File: src/rtl/seq_detector_param.sv
// seq_detector_param: serial PATTERN detector with KMP transitions built at elaboration,
// Mealy/Moore output timing, overlap control and a saturating match counter.
module seq_detector_param #(
  parameter int           N       = 4,
  parameter logic [N-1:0] PATTERN = 4'b1011,
  parameter bit           OVERLAP = 1'b1,
  parameter bit           MOORE   = 1'b0,
  parameter int           CNT_W   = 8
) (
  input  logic                       clk,
  input  logic                       rstn,
  input  logic                       en,
  input  logic                       clr,
  input  logic                       x_in,
  output logic                       y_out,
  output logic [CNT_W-1:0]           match_cnt,
  output logic [$clog2(N+1)-1:0]     state_o
);
  localparam int SW   = $clog2(N+1);
  localparam int NS   = 2 ** SW;
  localparam int LAST = MOORE ? N : N - 1;
  // Longest PATTERN prefix that is a suffix of (first k pattern bits + b); N means a match.
  function automatic int step(input int k, input int b);
    logic [16:0] s;
    int r;
    bit ok;
    s = '0;
    r = 0;
    for (int i = 0; i < k; i++) s[i] = PATTERN[N-1-i];
    s[k] = b[0];
    for (int j = 1; j <= k + 1; j++) begin
      ok = 1'b1;
      for (int t = 0; t < j; t++) if (s[k+1-j+t] != PATTERN[N-1-t]) ok = 1'b0;
      if (ok) r = j;
    end
    return r;
  endfunction
  function automatic int fail_len();
    int r;
    bit ok;
    r = 0;
    for (int j = 1; j < N; j++) begin
      ok = 1'b1;
      for (int t = 0; t < j; t++) if (PATTERN[N-1-t] != PATTERN[j-1-t]) ok = 1'b0;
      if (ok) r = j;
    end
    return r;
  endfunction
  localparam int FN = fail_len();
  logic [SW-1:0]   state, state_nx;
  logic [SW-1:0]   tbl [2*NS];
  logic [2*NS-1:0] hit;
  logic [SW:0]     idx;
  logic            match;
  // Every encoding gets an entry; encodings beyond the last legal state fall back to 0.
  for (genvar k = 0; k < NS; k++) begin : g_k
    for (genvar b = 0; b < 2; b++) begin : g_b
      localparam int SRC = (k >= N) ? (OVERLAP ? FN : 0) : k;
      localparam int D   = step(SRC, b);
      localparam int T   = (k > LAST) ? 0 : (D < N) ? D : (MOORE ? N : (OVERLAP ? FN : 0));
      assign tbl[2*k+b] = SW'(T);
      assign hit[2*k+b] = (k <= LAST) && (D == N);
    end
  end
  assign idx     = {state, x_in};
  assign state_o = state;
  always_ff @(posedge clk or negedge rstn)
    if (!rstn) state <= '0;
    else state <= state_nx;
  always_comb begin
    match    = en & hit[idx];
    state_nx = clr ? '0 : en ? tbl[idx] : state;
  end
  always_comb y_out = MOORE ? (state == SW'(N)) : match;
  always_ff @(posedge clk or negedge rstn)
    if (!rstn) match_cnt <= '0;
    else if (clr) match_cnt <= '0;
    else if (match && match_cnt != '1) match_cnt <= match_cnt + 1'b1;
endmodule

File: config.mk
export PLATFORM = sky130hd
export DESIGN_NAME = seq_detector_param
export DESIGN_NICKNAME = d
export VERILOG_FILES = /design/src/rtl/seq_detector_param.sv
export SDC_FILE = /design/constraint.sdc
export NUM_CORES = 1
export LEC_CHECK = 0
export CAP_MARGIN = 20
export CORE_AREA = 2 2 39 41
export CTS_CLUSTER_SIZE = 16
export DETAILED_ROUTE_END_ITERATION = 12
export DIE_AREA = 0 0 41 43
export GPL_ROUTABILITY_DRIVEN = 0
export PLACE_DENSITY = 0.79
export SETUP_SLACK_MARGIN = 0.4
export SYNTH_ARGS = -nofsm -noshare
export SYNTH_HDL_FRONTEND = slang
export SYNTH_SLANG_ARGS = --single-unit
File: constraint.sdc
create_clock -name clk -period 1.75 [get_ports clk]
set_input_delay 0.35 -clock clk [delete_from_list [all_inputs] [get_ports clk]]
set_output_delay 0.35 -clock clk [all_outputs]
set_load 0.05 [all_outputs]
==> flow_metrics.py <==
metrics = {
    "yosys": {
        "ys.warnings.count": 0,
        "synthesis.nets": 65,
        "synth-async-reset-ratio": 1.00,
        "synth_enable_flop_cells": 0,
        "average_size_of_a_mapped_cell_um2": 9.81,
        "yosys.cell_types.count": 23,
        "synth_flop_cell": "dfrtp_1",
        "postSynthRegisterBits": 10,
        "synth.yosys.seq_area_share": 0.447,
        "netlist_area_um2": 559,
        "syn_inst": 57,
    },
    "sta": {
        "clock-skew-final_ns": 0.00742,
        "timing.final.setup_violations": 0,
        "max_freq_mhz": 595,
        "slew_viol_final": 0,
        "final_critical_path_setup_slack_ns": 0.0695,
        "rsz_0062_raised_after_global_routing": "true",
        "final.min_clock_period_ns": 1.68,
        "fin_hold_ws_ns": 0.381,
        "finalHoldViolCount": 0,
        "layout_worst_path_cycle_share": 0.960,
    },
    "setup_path": {
        "regToRegEndpoint": "match_cnt[1]",
        "timing.critical_path.depth": 5,
        "start_kind": "flop",
        "worstPathCellList": "ha_4 > buf_6 > nand3_4 > clkinvlp_4 > buf_12",
        "cp_num_buf_inv": 3,
        "critical_path.slowest_cell": "dfrtp_2",
        "worst-r2r-cell-count": 9,
        "endpoint": "y_out",
        "critical_path_peak_fanout": 2,
        "max_stage_delay_ns": 0.43,
        "cp_data_required_time_ns": 1.40,
        "setup.worst_path.class": "flop to output pin",
        "critical_path_arrival_ns": 1.33,
        "critPathLaunch": "state_o[0]",
        "path_delay_family": "flip-flops",
        "worst-r2r-setup-slack_ns": 0.16,
        "regToRegStartpoint": "state_o[0]",
        "timing.critical_path.to_type": "output pin",
    },
    "drt": {
        "wirelength_met1_um": 737,
        "drt-total-wl_um": 1870,
        "routed-via-count": 604,
        "post-route-drc-count": 0,
        "route.antenna.remaining_nets": 0,
        "route.detailed.vias_per_inst": 5.54,
        "detail_route.iter0.violations": 18,
        "wl_met3_um": 64,
        "route.met2.wl_um": 1000,
        "detail_route.first_pass.iterations": 4,
        "routedWlPerCell_um": 17.2,
        "top_signal_layer_used": "met4",
    },
    "die": {
        "design.die.area_um2": 1760,
        "die-height_um": 43,
        "die_w_um": 41,
        "std_cell_core_area_um2": 1380,
        "initial_standard_cell_utilization_of_the_core": 0.404,
        "ioPinCount": 17,
        "num_rows": 14,
    },
    "grt": {
        "grt_max_degree": 11,
        "grt_antenna_before_repair": 0,
        "grt_pass1_wl_um": 2440,
        "grtUsageTotal": 0.205,
        "grt_pass1_vias": 534,
        "globalRouteOverflowTotal": 0,
    },
    "cts": {
        "clk_latency_ns": 0.28,
        "number_of_buffers_inserted_during_clock_tree_synthesis": 3,
        "tritoncts_sinks": 10,
        "cts.path.max_buffers": 2,
        "clock_transition_at_the_registers_of_the_reported_paths_ns": 0.08,
        "cts_tree": "done",
        "root_buffer_selected_by_cts": "clkbuf_4",
        "htreeDepth": 1,
        "cts-hold-fix-buffers": 0,
    },
    "placed_design": {
        "placedInstanceArea_um2": 825,
        "place_ws_ns": -0.181,
        "port-buffer-count": 15,
        "place_hpwl_um": 932,
    },
    "run": {
        "maxcap_viol_count": 0,
    },
    "final_layout": {
        "antenna-diode-count": 0,
        "design_area_um2": 1090,
        "syn_to_final_growth_pct": 95.1,
        "num-nets-final": 102,
        "final_layout_size_suffix_gt1_frac": 0.645,
        "layout_common_cells": "buf_4 (16), dfrtp_2 (10), nor2_1 (8), buf_6 (8)",
        "final_common_cell": "buf_4",
    },
    "pwr": {
        "report.power.total_w": 0.000523,
        "power.leakage_nw": 0.456,
        "power.density_cell_area_nw_per_um2": 480,
        "vdd_drop_max_v": 0.000382,
    },
    "hold_path": {
        "hold_path.class": "input port to asynchronous set/reset pin",
    },
    "run_status": {
        "outcome": "complete, no violations",
    },
}
-- layout make-up --
type                            count  area [um2]
Fill cell                          83         293
Inverter                            2        11.3
Sequential cell                    10         263
Timing Repair Buffer               34         348
Multi-Input combinational cell     43         413
Clock buffer                        4        36.3
Tap cell                           16        20.0
-- stage by stage --
stage | utilization | TNS (ns) | std cells
5_1_grt | 0.788 | 0 | 109
2_1_floorplan | - | 0 | 57
6_report | 0.788 | 0 | 109
3_5_place_dp | 0.596 | -0.787 | 92
4_1_cts | 0.710 | 0 | 106
3_3_place_gp | 0.596 | -0.563 | 92
-- cell families (layout without fill, tap and decap cells) --
family / Yosys count / after routing / synth area share
flip-flops: 10 / 10 / 0.447
XOR/XNOR: 3 / 3 / 0.0470
other: 1 / 1 / 0.00670
AO/OA/AOI/OAI: 10 / 10 / 0.128
AND/OR/NAND/NOR: 22 / 22 / 0.199
buffers and inverters: 4 / 40 / 0.0336
adder cells (fa/ha/maj): 3 / 3 / 0.0671
multiplexers: 4 / 4 / 0.0716
-- worst register-to-register path: cells and delay by family, from the launching register on --
kind / cells / cell delay, ns
flops: 1 / 0.43
compound gates: 1 / 0.06
fa+ha+maj: 1 / 0.17
buf+inv: 4 / 0.50
mux: 1 / 0.20
simple gates: 2 / 0.13
-- worst min path at each step --
stage / to / slack [ns]
after floorplan: match_cnt[0] / 0.05
after global placement: state_o[1] / 0.55
after detailed placement: state_o[1] / 0.55
after CTS: match_cnt[7] / 0.41
after global routing: match_cnt[4] / 0.43
final: match_cnt[7] / 0.38
-- state kept, by name (all words and copies together), names as in the netlist --
register,cells
match_cnt,8
state_o,2
-- layer usage --
metal | vias to the layer above | global-route usage
li1 | 278 | -
met1 | 294 | 0.281
met2 | 24 | 0.294
met3 | 8 | 0.0471
met4 | 0 | 0.100
met5 | - | 0
-- synth_stat cells, types with 2 or more instances --
cell type / count / area (um2)
a211oi_1: 2 / 15.0
nand4_1: 2 / 12.5
ha_1: 3 / 37.5
a21oi_1: 3 / 15.0
dfrtp_1: 10 / 250
inv_1: 2 / 7.51
mux2i_1: 4 / 40.0
nor2_1: 9 / 33.8
nand2_1: 3 / 11.3
nand3_1: 3 / 15.0
xnor2_1: 2 / 17.5
nor3_1: 2 / 10.0
o21ai_0: 2 / 10.0
-- report_power, final --
| group | internal [W] | switching [W] | total (W) |
|---|---|---|---|
| Clock | 0.000127 | 0.0000995 | 0.000226 |
| Combinational | 0.0000265 | 0.0000339 | 0.0000604 |
| Sequential | 0.000233 | 0.00000340 | 0.000237 |
| Total | 0.000386 | 0.000137 | 0.000523 |
-- repair_timing --
item | CTS | global route
cloned | 0 | 0
resized for setup | 11 | 22
setup endpoints to repair | 10 | 14
setup buffers | 10 | 3
pin swaps | 7 | 4
Power figures use the tool's default switching activity.
